==> src/rtl/noc_pkg.sv <==
// Shared definitions for the router local-port input path: packet layout,
// coordinate width and output-handshake FSM encodings.
package noc_pkg;

  localparam int unsigned NOC_DATA_WIDTH = 32;
  localparam int unsigned DIM            = 4;

  localparam int unsigned XDST_MSB  = 31;
  localparam int unsigned XDST_LSB  = 28;
  localparam int unsigned YDST_MSB  = 27;
  localparam int unsigned YDST_LSB  = 24;
  localparam int unsigned XSRC_MSB  = 23;
  localparam int unsigned XSRC_LSB  = 20;
  localparam int unsigned YSRC_MSB  = 19;
  localparam int unsigned YSRC_LSB  = 16;
  localparam int unsigned PKTID_MSB = 15;
  localparam int unsigned PKTID_LSB = 6;
  localparam int unsigned MODID_MSB = 5;
  localparam int unsigned MODID_LSB = 0;

  typedef enum logic [1:0] {
    IDLE       = 2'b00,
    SEND_REQ   = 2'b01,
    WAIT_GRANT = 2'b10,
    RELEASE    = 2'b11
  } out_state_e;

endpackage

==> src/rtl/noc_sync_fifo.sv <==
// Synchronous FIFO with occupancy count; push ignored when full, pop ignored
// when empty. Head entry is presented combinationally on data_o.
module noc_sync_fifo #(
  parameter int unsigned DW    = 32,
  parameter int unsigned DEPTH = 4,
  parameter int unsigned PTR_W = 2
) (
  input  logic          clk,
  input  logic          reset,
  input  logic          push_i,
  input  logic [DW-1:0] data_i,
  input  logic          pop_i,
  output logic [DW-1:0] data_o,
  output logic          full_o,
  output logic          empty_o
);
  localparam int unsigned CNT_W = PTR_W + 1;

  logic [DW-1:0]    mem_q [DEPTH];
  logic [PTR_W-1:0] wr_ptr_q;
  logic [PTR_W-1:0] rd_ptr_q;
  logic [CNT_W-1:0] count_q;
  logic             do_push_s;
  logic             do_pop_s;

  assign full_o    = (count_q == CNT_W'(DEPTH));
  assign empty_o   = (count_q == {CNT_W{1'b0}});
  assign do_push_s = push_i & ~full_o;
  assign do_pop_s  = pop_i & ~empty_o;
  assign data_o    = mem_q[rd_ptr_q];

  // Storage: cleared on reset so the head reads zero while empty after reset.
  always_ff @(posedge clk or negedge reset) begin
    if (!reset) begin
      for (int i = 0; i < int'(DEPTH); i++) begin
        mem_q[i] <= {DW{1'b0}};
      end
    end else if (do_push_s) begin
      mem_q[wr_ptr_q] <= data_i;
    end else begin
      mem_q[wr_ptr_q] <= mem_q[wr_ptr_q];
    end
  end

  // Pointers wrap naturally because DEPTH is a power of two.
  always_ff @(posedge clk or negedge reset) begin
    if (!reset) begin
      wr_ptr_q <= {PTR_W{1'b0}};
      rd_ptr_q <= {PTR_W{1'b0}};
      count_q  <= {CNT_W{1'b0}};
    end else begin
      if (do_push_s) wr_ptr_q <= wr_ptr_q + {{(PTR_W-1){1'b0}}, 1'b1};
      if (do_pop_s)  rd_ptr_q <= rd_ptr_q + {{(PTR_W-1){1'b0}}, 1'b1};
      case ({do_push_s, do_pop_s})
        2'b10:   count_q <= count_q + {{(CNT_W-1){1'b0}}, 1'b1};
        2'b01:   count_q <= count_q - {{(CNT_W-1){1'b0}}, 1'b1};
        default: count_q <= count_q;
      endcase
    end
  end

endmodule

==> src/rtl/local_port_in_buffer.sv <==
// Local-port input buffer: injector-side grant engine, FIFO, and arbiter-side
// request FSM. Define LOCAL_BUF_STATS_EN to build the accepted-packet counter.
module local_port_in_buffer
  import noc_pkg::*;
#(
  parameter int unsigned dataWidth = NOC_DATA_WIDTH,
  parameter int unsigned DEPTH     = 4,
  parameter int unsigned PTR_W     = 2
) (
  input  logic                 clk,
  input  logic                 reset,
  input  logic                 ReqUpStr,
  input  logic [dataWidth-1:0] PacketIn,
  output logic                 GntUpStr,
  output logic                 UpStrFull,
  output logic                 ReqDnStr,
  input  logic                 GntDnStr,
  input  logic                 DnStrFull,
  output logic [dataWidth-1:0] PacketOut,
  output logic [15:0]          PktCount
);
  out_state_e state_q, state_d;
  logic       gnt_up_q;
  logic       req_dn_q, req_dn_d;
  logic       accept_s;
  logic       pop_s;
  logic       full_s;
  logic       empty_s;

  noc_sync_fifo #(
    .DW    (dataWidth),
    .DEPTH (DEPTH),
    .PTR_W (PTR_W)
  ) u_fifo (
    .clk     (clk),
    .reset   (reset),
    .push_i  (accept_s),
    .data_i  (PacketIn),
    .pop_i   (pop_s),
    .data_o  (PacketOut),
    .full_o  (full_s),
    .empty_o (empty_s)
  );

  // A grant cycle masks the injector's still-high request.
  assign accept_s  = ReqUpStr & ~gnt_up_q & ~full_s;
  assign GntUpStr  = gnt_up_q;
  assign UpStrFull = full_s;
  assign ReqDnStr  = req_dn_q;

  // Upstream grant pulse and downstream FSM state registers.
  always_ff @(posedge clk or negedge reset) begin
    if (!reset) begin
      gnt_up_q <= 1'b0;
      req_dn_q <= 1'b0;
      state_q  <= IDLE;
    end else begin
      gnt_up_q <= accept_s;
      req_dn_q <= req_dn_d;
      state_q  <= state_d;
    end
  end

  // Downstream request/grant sequencing; GntDnStr only matters in WAIT_GRANT.
  always_comb begin
    state_d  = state_q;
    req_dn_d = req_dn_q;
    pop_s    = 1'b0;
    case (state_q)
      IDLE: begin
        req_dn_d = 1'b0;
        if (!empty_s) state_d = SEND_REQ;
        else          state_d = IDLE;
      end
      SEND_REQ: begin
        if (!DnStrFull) begin
          req_dn_d = 1'b1;
          state_d  = WAIT_GRANT;
        end else begin
          req_dn_d = 1'b0;
          state_d  = SEND_REQ;
        end
      end
      WAIT_GRANT: begin
        if (GntDnStr) begin
          req_dn_d = 1'b0;
          pop_s    = 1'b1;
          state_d  = RELEASE;
        end else begin
          req_dn_d = 1'b1;
          state_d  = WAIT_GRANT;
        end
      end
      RELEASE: begin
        req_dn_d = 1'b0;
        state_d  = IDLE;
      end
      default: begin
        req_dn_d = 1'b0;
        state_d  = IDLE;
      end
    endcase
  end

`ifdef LOCAL_BUF_STATS_EN
  logic [15:0] pkt_cnt_q;

  // Accepted-packet statistic, wraps at 16 bits.
  always_ff @(posedge clk or negedge reset) begin
    if (!reset) begin
      pkt_cnt_q <= 16'd0;
    end else if (accept_s) begin
      pkt_cnt_q <= pkt_cnt_q + 16'd1;
    end else begin
      pkt_cnt_q <= pkt_cnt_q;
    end
  end

  assign PktCount = pkt_cnt_q;
`else
  assign PktCount = 16'd0;
`endif

endmodule
==> config.mk <==
export PLATFORM = sky130hd
export DESIGN_NAME = local_port_in_buffer
export DESIGN_NICKNAME = d
export VERILOG_FILES = /design/src/rtl/noc_pkg.sv /design/src/rtl/noc_sync_fifo.sv /design/src/rtl/local_port_in_buffer.sv
export SDC_FILE = /design/constraint.sdc
export NUM_CORES = 1
export LEC_CHECK = 0
export BUFFER_PORTS_ARGS = -buffer_cell sky130_fd_sc_hd__buf_2
export CAP_MARGIN = 10
export CORE_MARGIN = 2
export CORE_UTILIZATION = 45
export DETAILED_ROUTE_END_ITERATION = 8
export PLACE_DENSITY_LB_ADDON = 0.2
export SKIP_CTS_REPAIR_TIMING = 1
export SYNTH_ARGS = -nofsm -noshare
export SYNTH_HDL_FRONTEND = slang
export SYNTH_SLANG_ARGS = --single-unit
==> constraint.sdc <==
create_clock -name clk -period 4.07 [get_ports clk]
set_input_delay 0.2035 -clock clk [delete_from_list [all_inputs] [get_ports clk]]
set_output_delay 0.2035 -clock clk [all_outputs]
set_load 0.005 [all_outputs]
==> impl_metrics.json, run 1 <==
{
  "powerDensity_mw_per_mm2": 975.2,
  "antenna_cells": 0,
  "ys.warnings.count": 0,
  "dp_cells": 874,
  "max_freq_mhz": 323.4,
  "wl_per_cell_um": 20.41,
  "dpl-instance-area_mm2": 0.007729,
  "critPathKind": "flip-flop to flip-flop",
  "grt_max_degree": 114,
  "ios": 88,
  "gr-total-overflow": 0,
  "p_clk_share_pct": 18.8,
  "drive_above_1_share_pct": 31.01,
  "area_growth_syn_to_layout_pct": 12.66,
  "mappedNetlistArea_mm2": 0.007371,
  "numCtsBuffers": 17,
  "fin_cells": 906,
  "fin_worst_skew_ps": 14.70,
  "drv_slew": 0,
  "insertion_delay_ps": 430,
  "combPwrFrac_pct": 48.1,
  "hpwlAfterDp_um": 10950,
  "rsz0062_at_grt": "false",
  "status": "finished with violations",
  "initial_core_util_pct": 46.23,
  "fillers": 1410,
  "p_int_w": 0.004847,
  "power.net_switching_w": 0.003252,
  "period_needed_ps": 3092,
  "cts_tree": "yes",
  "ys_seq_elements": 139,
  "synth_top_area_share_pct": 47.19,
  "cp-end-kind": "flip-flop",
  "hp-class": "input pin to asynchronous set/reset pin",
  "syn_area_per_cell_um2": 11.59,
  "num_rows": 46,
  "synth_edf_count": 0,
  "core-area_mm2": 0.01594,
  "ys.flop_type": "dfrtp_1",
  "die_h_um": 132.0,
  "cp_max_fo": 34,
  "place.gp.congestion": 0.7738,
  "clockRootBuffer": "clkbuf_16",
  "worstSetupStartpointType": "flip-flop",
  "seq_area_frac_synth_pct": 47.19,
  "synth_cell_type_count": 32,
  "cap_violations": 0,
  "h-tree-depth": 4,
  "period_share_pct": 75.98,
  "synthTopCellsByArea": "dfrtp_1 47%, mux4_2 20%, a31oi_1 11%",
  "final_area_mm2": 0.008304,
  "wl_um": 18490,
  "hold_viol": 63,
  "cp_data_arrival_time_ps": 3400,
  "power.leakage_nw": 3.195,
  "crit_required_ps": 4370,
  "synth_top_area_cell": "dfrtp_1",
  "ys_async_sr_fraction_pct": 100.0,
  "yosysMostFrequentCell": "dfrtp_1",
  "port_buffers": 71,
  "p_seq_share_pct": 33.1,
  "ir_worst_vdd_mv": 0.4080,
  "p_sw_share_pct": 40.15,
  "synthTopCellsByCount": "139 x dfrtp_1, 130 x nor2_1, 128 x a31oi_1, 64 x mux4_2, 32 x nand3_1",
  "grt_pass1_vias": 5732,
  "syn_inst": 636,
  "clock-sinks": 139,
  "vias": 5579,
  "drtPass1Iterations": 5,
  "dieArea_mm2": 0.01742,
  "fin_nets": 720,
  "max-slew-margin-rel_pct": 29.53,
  "clk_pin_slew_worst_paths_ps": 60,
  "via_per_inst": 6.158,
  "grt_util_all_layers_pct": 22.27,
  "whs_ps": -75.84,
  "violations": "negative hold slack",
  "worst_pin_slew_ps": 1057,
  "drt-initial-drc-count": 528,
  "tns_ps": 0,
  "die_width_um": 132.0,
  "post-route-drc-count": 0,
  "setup_violations": 0,
  "ant_nets": 0,
  "clk_path_buf_depth": 2,
  "grt_pass1_wl_um": 30040,
  "antenna_found_initial": 0
}
-- metrics by stage --
step	setup WS (ps)	utilization, %	hold slack, ps	total power, W
after floorplan	1955	-	-92.09	0.005537
after global placement	1038	48.48	406.1	0.006415
after detailed placement	964.9	48.48	438.0	0.006606
after CTS	941.1	52.09	-11.88	0.008138
after global routing	730.6	52.09	19.33	0.008693
final	977.7	52.09	-75.84	0.008099
-- critical path: stages (launching register included) --
cell      delay (ps)
dfrtp_1          390
or3b_2           890
clkinv_8         470
nor2_2           310
inv_1             70
ha_1             200
inv_1             70
fa_1             170
xor2_1           160
nor2_1            70
xor2_1           140
-- cell usage in the layout, fill, tap and decap left out, types with 2 or more instances in the layout --
cell type / count
buf_2: 70
dfrtp_2: 4
xor2_1: 4
bufinv_16: 2
conb_1: 16
clkbuf_16: 17
inv_1: 6
xnor2_1: 2
clkbuf_8: 3
nand3_1: 32
nand2_1: 2
o21ai_0: 2
a31oi_1: 128
o21ai_2: 29
mux4_2: 64
clkinvlp_4: 2
dfrtp_1: 135
mux2i_1: 2
nor2_1: 130
ha_2: 4
clkinv_2: 3
o21ai_1: 3
buf_4: 9
clkbuf_1: 5
-- power by group through the flow --
| stage | clock [W] | sequential (W) | combinational, W |
|---|---|---|---|
| 2_1_floorplan | 0 | 0.00237 | 0.00317 |
| 3_3_place_gp | 0 | 0.00262 | 0.00379 |
| 3_5_place_dp | 0 | 0.00269 | 0.00391 |
| 4_1_cts | 0.00154 | 0.00267 | 0.00393 |
| 5_1_grt | 0.00161 | 0.00277 | 0.00431 |
| 6_report | 0.00152 | 0.00268 | 0.00390 |
-- per-layer routing --
layer	GRT usage (%)	routed length, µm	vias to the layer above
met4	10.63	480	0
met1	28.58	7684	2829
met5	0	0	-
met3	4.460	1079	47
li1	-	-	2463
met2	36.52	9243	240
-- kinds of logic after synthesis --
logic type               after synthesis  share of synthesized area [%]
multiplexers                          67                          19.98
flip-flops                           139                          47.19
other                                  1                        0.05088
buffers and inverters                 81                          6.468
adder cells (fa/ha/maj)                6                          1.120
XOR/XNOR                               6                         0.7129
AO/OA/AOI/OAI                        162                          14.65
AND/OR/NAND/NOR                      174                          9.829
-- final cells by class --
| class | count | area (µm²) | share of cell area, % |
|---|---|---|---|
| Inverter | 7 | 38.79 | 0.4671 |
| Multi-Input combinational cell | 431 | 3487 | 41.99 |
| Tap cell | 216 | 270.3 | 3.254 |
| Clock buffer | 25 | 485.5 | 5.846 |
| Clock inverter | 7 | 90.09 | 1.085 |
| Sequential cell | 139 | 3483 | 41.95 |
| Timing Repair Buffer | 81 | 449.2 | 5.409 |
-- registers in the layout (all words and copies together), names as in the netlist, named ones only --
signal           flops
u_fifo.rd_ptr_q      2
state_q              1
u_fifo.mem_q       128
u_fifo.count_q       3
ReqDnStr             1
u_fifo.wr_ptr_q      2
GntUpStr             1
-- worst paths after layout --
| kind | from | endpoint | slack, ps | depth (start not counted) |
|---|---|---|---|---|
| min reg2reg | u_fifo.count_q[2]$_DFFE_PN0P_ | u_fifo.count_q[2]$_DFFE_PN0P_ | 480 | 1 |
| max | u_fifo.count_q[2]$_DFFE_PN0P_ | u_fifo.count_q[2]$_DFFE_PN0P_ | 980 | 10 |
| max reg2reg | u_fifo.count_q[2]$_DFFE_PN0P_ | u_fifo.count_q[2]$_DFFE_PN0P_ | 980 | 10 |
| max in group asynchronous | reset | u_fifo.rd_ptr_q[1]$_DFFE_PN0N_ | 3170 | 2 |
| min in group clk | GntDnStr | ReqDnStr$_DFF_PN0_ | 20 | 2 |
| min | reset | u_fifo.mem_q[105]$_DFFE_PN0P_ | -80 | 1 |
No activity file was read; power rests on OpenSTA's default activity.
==> run 2: changes to the inputs <==
- clock period: 4.07 -> 2.7 ns (I/O delays scaled with it)
==> run 2 against run 1 <==
  * The run still ends with negative hold slack left
  * Via count shrank 0.20%
  * Clock-buffer cell count grew 1
  * Die area is the same
  * Non-clock buffer count grew 9
  * Global-route usage grew 0.076 points
  * Largest cell class unchanged
==> impl_metrics.json, run 2 (synthesis gave the netlist of run 1 again) <==
{
  "status": "finished with violations",
  "violations": "negative hold slack",
  "reg2reg_to": "u_fifo.count_q[2]$_DFFE_PN0P_",
  "max_freq_mhz": 422.1,
  "tns_ps": 0,
  "ios": 88,
  "port_buffers": 71,
  "cts_tree": "yes",
  "critPathKind": "flip-flop to output port",
  "period_share_pct": 87.74,
  "power.leakage_nw": 3.244,
  "cp_data_arrival_time_ps": 2230,
  "rrSetupSlack_ps": 460,
  "finalPower_w": 0.01218,
  "mostFrequentLayoutCell": "dfrtp_1",
  "clk_pin_slew_worst_paths_ps": 50,
  "die_width_um": 132.0,
  "hold_start": "DnStrFull",
  "vias": 5568,
  "cp-end-kind": "output port",
  "reg2reg_depth": 10,
  "fin_worst_skew_ps": 9.121,
  "powerDensity_mw_per_mm2": 1449,
  "drt-initial-drc-count": 515,
  "ir_worst_vdd_mv": 0.5678,
  "reg_top3": "u_fifo.mem_q x128, u_fifo.count_q x3",
  "worst_pin_slew_ps": 666.2,
  "num_rows": 46,
  "crit_required_ps": 2570,
  "wl_um": 18580,
  "cp_max_fo": 33,
  "whs_path_depth": 3,
  "antenna_cells": 0,
  "h-tree-depth": 4,
  "grt_util_all_layers_pct": 22.35,
  "gr-total-overflow": 0,
  "setup_violations": 0,
  "antenna_found_initial": 0,
  "hold_viol": 1,
  "place.gp.congestion": 0.7568,
  "hp-class": "input pin to flip-flop",
  "top_register": "u_fifo.mem_q",
  "grt_pass1_vias": 5735,
  "period_needed_ps": 2369,
  "min_to": "state_q[0]$_DFF_PN0_",
  "max-slew-margin-rel_pct": 55.59,
  "clk_path_buf_depth": 2,
  "fin_nets": 729,
  "drv_slew": 0,
  "clock-sinks": 139,
  "fillers": 1377,
  "seqCellArea_mm2": 0.003483,
  "largest_reg_flops": 128,
  "grt_max_degree": 65,
  "core-area_mm2": 0.01594,
  "initial_core_util_pct": 46.23,
  "via_per_inst": 6.112,
  "multi_input_area_mm2": 0.003487,
  "hpwlAfterDp_um": 11080,
  "grt_pass1_wl_um": 30550,
  "cap_violations": 0,
  "wl_per_cell_um": 20.39,
  "r2r-start": "u_fifo.count_q[0]$_DFFE_PN0P_",
  "area_growth_syn_to_layout_pct": 14.11,
  "drtPass1Iterations": 5,
  "clockRootBuffer": "clkbuf_16",
  "ant_nets": 0,
  "rsz0062_at_grt": "false",
  "final_cell_mix": "135 x dfrtp_1, 130 x nor2_1, 128 x a31oi_1, 70 x buf_2, 64 x mux4_2",
  "drive_above_1_share_pct": 31.37,
  "worstSetupStartpointType": "flip-flop",
  "numCtsBuffers": 17,
  "dieArea_mm2": 0.01742,
  "crit_path_start": "u_fifo.count_q[0]$_DFFE_PN0P_",
  "insertion_delay_ps": 420,
  "whs_ps": -1.580,
  "post-route-drc-count": 0,
  "die_h_um": 132.0
}
-- run 2: how the worst max path moves through the flow --
stage / endpoint / slack, ps / depth (start not counted)
4_1_cts: UpStrFull / 290 / 4
3_3_place_gp: u_fifo.count_q[2]$_DFFE_PN0P_ / 500 / 10
2_1_floorplan: u_fifo.count_q[2]$_DFFE_PN0P_ / 590 / 11
5_1_grt: UpStrFull / 250 / 4
3_5_place_dp: u_fifo.count_q[2]$_DFFE_PN0P_ / 480 / 10
6_report: UpStrFull / 330 / 4
-- run 2: cell type report --
type | instances | share of cell area (%)
flip-flops and latches | 139 | 41.42
repair buffers | 90 | 7.245
well taps | 216 | 3.213
multi-input cells | 431 | 41.46
clock inverters | 2 | 0.1488
clock buffers | 26 | 6.055
inverters | 7 | 0.4612
-- run 2: power by group --
part,total (W),switching (W),leakage (nW),internal [W]
combinational,0.00617,0.00323,1.50,0.00294
clock,0.00208,0.000805,0.254,0.00127
sequential,0.00394,0.000845,1.49,0.00309
total,0.0122,0.00488,3.24,0.00730
-- run 2: worst max-delay path: stages (launching register included) --
cell      delay [ps]
dfrtp_1          410
or3b_2           570
clkinv_8          70
buf_4            530
buf_2            230
-- run 2: routing by layer --
| layer | track usage [%] | up-vias | part of all wire (%) |
|---|---|---|---|
| met3 | 4.460 | 19 | 5.3 |
| met2 | 36.02 | 191 | 51 |
| met5 | 0 | - | 0 |
| met1 | 30.01 | 2887 | 42 |
| met4 | 8.756 | 0 | 1.5 |
| li1 | - | 2471 | - |
-- run 2: stage by stage --
step	hold WS (ps)	setup WS (ps)	instance area, µm²	std cells	util (%)
global placement	168.8	503.0	7869	881	49.36
detailed placement	176.5	477.1	7869	881	49.36
finish	-1.580	330.9	8411	911	52.75
CTS	-268.4	293.6	8391	909	52.63
global route	4.499	248.2	8411	911	52.75
floorplan	-160.6	585.1	7427	651	-
==> run 3: changes to the inputs <==
- ABC_AREA: not set -> 1
- CTS_CLUSTER_SIZE: not set -> 16
- clock period: 2.7 -> 2.2 ns (I/O delays scaled with it)
==> run 3 against run 2 <==
  * The run still ends with negative hold slack left
  * Non-clock buffer count up 19
  * Largest power group unchanged
  * Hold slack worse by 19 ps
  * Synthesized cell count is 120% higher
  * Clock skew decreased by 2.6 ps
  * Clock-buffer cell count down 5
  * Global-route usage rose by 3.2 points
  * Largest cell class unchanged
  * Combinational power increased by 70%
  * Cell count is 91% higher
==> impl_metrics.json, run 3 <==
{
  "die_width_um": 147.8,
  "synth-simple-area-share_pct": 42.26,
  "via_per_inst": 4.941,
  "fin_nets": 1500,
  "insertion_delay_ps": 420,
  "drtPass1Iterations": 5,
  "cp_max_fo": 17,
  "crit_chain": "inv_1 > buf_4 > o21ai_0 > o22ai_1 > buf_2",
  "mappedNetlistArea_mm2": 0.009305,
  "cpPeakStageDelay_ps": 380,
  "setup_violations": 0,
  "synth_cell_type_count": 26,
  "status": "finished with violations",
  "synth_compound_area_share_pct": 6.024,
  "initial_core_util_pct": 45.99,
  "cp_data_arrival_time_ps": 1990,
  "grt_pass1_vias": 8262,
  "whs_ps": -20.81,
  "gr-total-overflow": 0,
  "cp-end-kind": "output port",
  "ys.flop_type": "dfrtp_1",
  "max_freq_mhz": 475.8,
  "grt_pass1_wl_um": 43590,
  "largest_reg_flops": 128,
  "wl_um": 26460,
  "clk_pin_slew_worst_paths_ps": 60,
  "worst_pin_slew_ps": 675.0,
  "violations": "negative hold slack",
  "clock-sinks": 139,
  "ant_nets": 0,
  "ys_seq_elements": 139,
  "cts_tree": "yes",
  "hpwlAfterDp_um": 16050,
  "ios": 88,
  "reg_top3": "u_fifo.mem_q x128, u_fifo.count_q x3",
  "yosysMostFrequentCell": "nand2_1",
  "period_share_pct": 95.54,
  "port_buffers": 71,
  "h-tree-depth": 4,
  "clockRootBuffer": "clkbuf_16",
  "synth_edf_count": 0,
  "num_rows": 52,
  "rsz0062_at_grt": "false",
  "dpl-instance-area_mm2": 0.009872,
  "drv_slew": 0,
  "ys.warnings.count": 0,
  "synthMuxAreaShare_pct": 0,
  "powerDensity_mw_per_mm2": 1753,
  "max-slew-margin-rel_pct": 55.00,
  "synth_xor_area_share_pct": 0.2824,
  "hold_viol": 1,
  "hp-class": "input pin to flip-flop",
  "area_growth_syn_to_layout_pct": 12.90,
  "synthTopCellsByCount": "685 x nand2_1, 177 x inv_1, 139 x dfrtp_1, 69 x o21ai_0",
  "grt_max_degree": 66,
  "vias": 8597,
  "drive_above_1_share_pct": 13.95,
  "top_register": "u_fifo.mem_q",
  "clk_path_buf_depth": 2,
  "critPathKind": "flip-flop to output port",
  "synth_top_family_by_area": "simple AND/OR/NAND/NOR gates",
  "crit_required_ps": 2090,
  "tns_ps": 0,
  "die_h_um": 147.8,
  "numCtsBuffers": 17,
  "synth_top_area_share_pct": 37.38,
  "worstSetupStartpointType": "flip-flop",
  "syn_inst": 1408,
  "dieArea_mm2": 0.02184,
  "place.gp.congestion": 0.8079,
  "cap_violations": 0,
  "power.leakage_nw": 6.230,
  "fin_worst_skew_ps": 6.514,
  "antenna_cells": 0,
  "final_area_mm2": 0.01051,
  "drt-initial-drc-count": 764,
  "seq_area_frac_synth_pct": 37.38,
  "mostFrequentLayoutCell": "nand2_1",
  "syn_area_per_cell_um2": 6.609,
  "post-route-util_pct": 51.92,
  "post-route-drc-count": 0,
  "antenna_found_initial": 0,
  "core-area_mm2": 0.02023,
  "synthAdderAreaFrac_pct": 0.8875,
  "crit_path_top_delay_cell": "dfrtp_1",
  "wl_per_cell_um": 15.21,
  "period_needed_ps": 2102,
  "synthTopCellsByArea": "dfrtp_1 37%, nand2_1 28%, inv_1 7.1%",
  "final_cell_mix": "685 x nand2_1, 175 x inv_1, 137 x dfrtp_1, 70 x buf_2, 69 x o21ai_0",
  "synth_top_area_cell": "dfrtp_1",
  "ir_worst_vdd_mv": 0.9384,
  "grt_util_all_layers_pct": 25.54,
  "ys_async_sr_fraction_pct": 100.0
}
## run 3: cell types whose count changed after synthesis, sizes merged, moves of 4 or more
cell / delta
nand2: +712
inv: +173
a31oi: -128
nand3: +66
mux4: -64
nor2: -61
o21ai: +36
o22ai: +32
buf: +16
clkbuf: +4
## run 3: cells by family after synthesis
| family | after synthesis |
|---|---|
| flip-flops | 139 |
| XOR/XNOR | 3 |
| other | 1 |
| buffers and inverters | 273 |
| AO/OA/AOI/OAI | 104 |
| adder cells (fa/ha/maj) | 6 |
| AND/OR/NAND/NOR | 882 |
## run 3: layout make-up
class | instances | area [µm²]
inverters | 179 | 671.9
flip-flops and latches | 139 | 3481
fillers | 2073 | 9729
clock inverters | 11 | 142.6
multi-input cells | 1011 | 4662
well taps | 270 | 337.8
repair buffers | 109 | 739.5
clock buffers | 21 | 470.5
## run 3: power by group
part	switching [W]	internal, W	leakage (nW)
Sequential	0.00104	0.00392	1.69
Clock	0.00113	0.00187	0.287
Combinational	0.00684	0.00361	4.25
Total	0.00901	0.00940	6.23
## run 3: stage by stage
step                      worst slack [ps]  instances  power (W)
after global placement               277.0       1706    0.01523
final                                98.06       1740    0.01841
after detailed placement             257.5       1706    0.01537
after CTS                            108.3       1738    0.01846
after global routing                 32.46       1740    0.02018
after floorplan                      212.2       1423    0.01222
## run 3: metal layers
layer	global-route usage, %	up-vias	wire length [µm]
met5	0	-	0
met4	7.837	0	363
met3	3.704	28	1480
met2	41.35	247	12390
met1	35.56	3993	12220
li1	-	4329	-
## run 3: final timing paths
kind | end | cells after the start | slack, ps | start
setup / recovery | PacketOut[0] | 5 | 100 | u_fifo.rd_ptr_q[1]$_DFFE_PN0N_
hold / removal | flip-flop | 4 | -20 | DnStrFull
setup reg to reg | u_fifo.count_q[2]$_DFFE_PN0P_ | 10 | 270 | u_fifo.count_q[2]$_DFFE_PN0P_
hold reg to reg | u_fifo.mem_q[63]$_DFFE_PN0P_ | 2 | 500 | u_fifo.mem_q[63]$_DFFE_PN0P_
max in group asynchronous | u_fifo.mem_q[1]$_DFFE_PN0P_ | 3 | 1220 | reset
min in group asynchronous | asynchronous set/reset pin | 2 | 220 | reset
## run 3: worst max-delay path, delay by kind of cell, from the launching register on
kind	cells	cell delay, ps
buffers and inverters	3	780
AO/OA/AOI/OAI	2	400
flip-flops	1	380
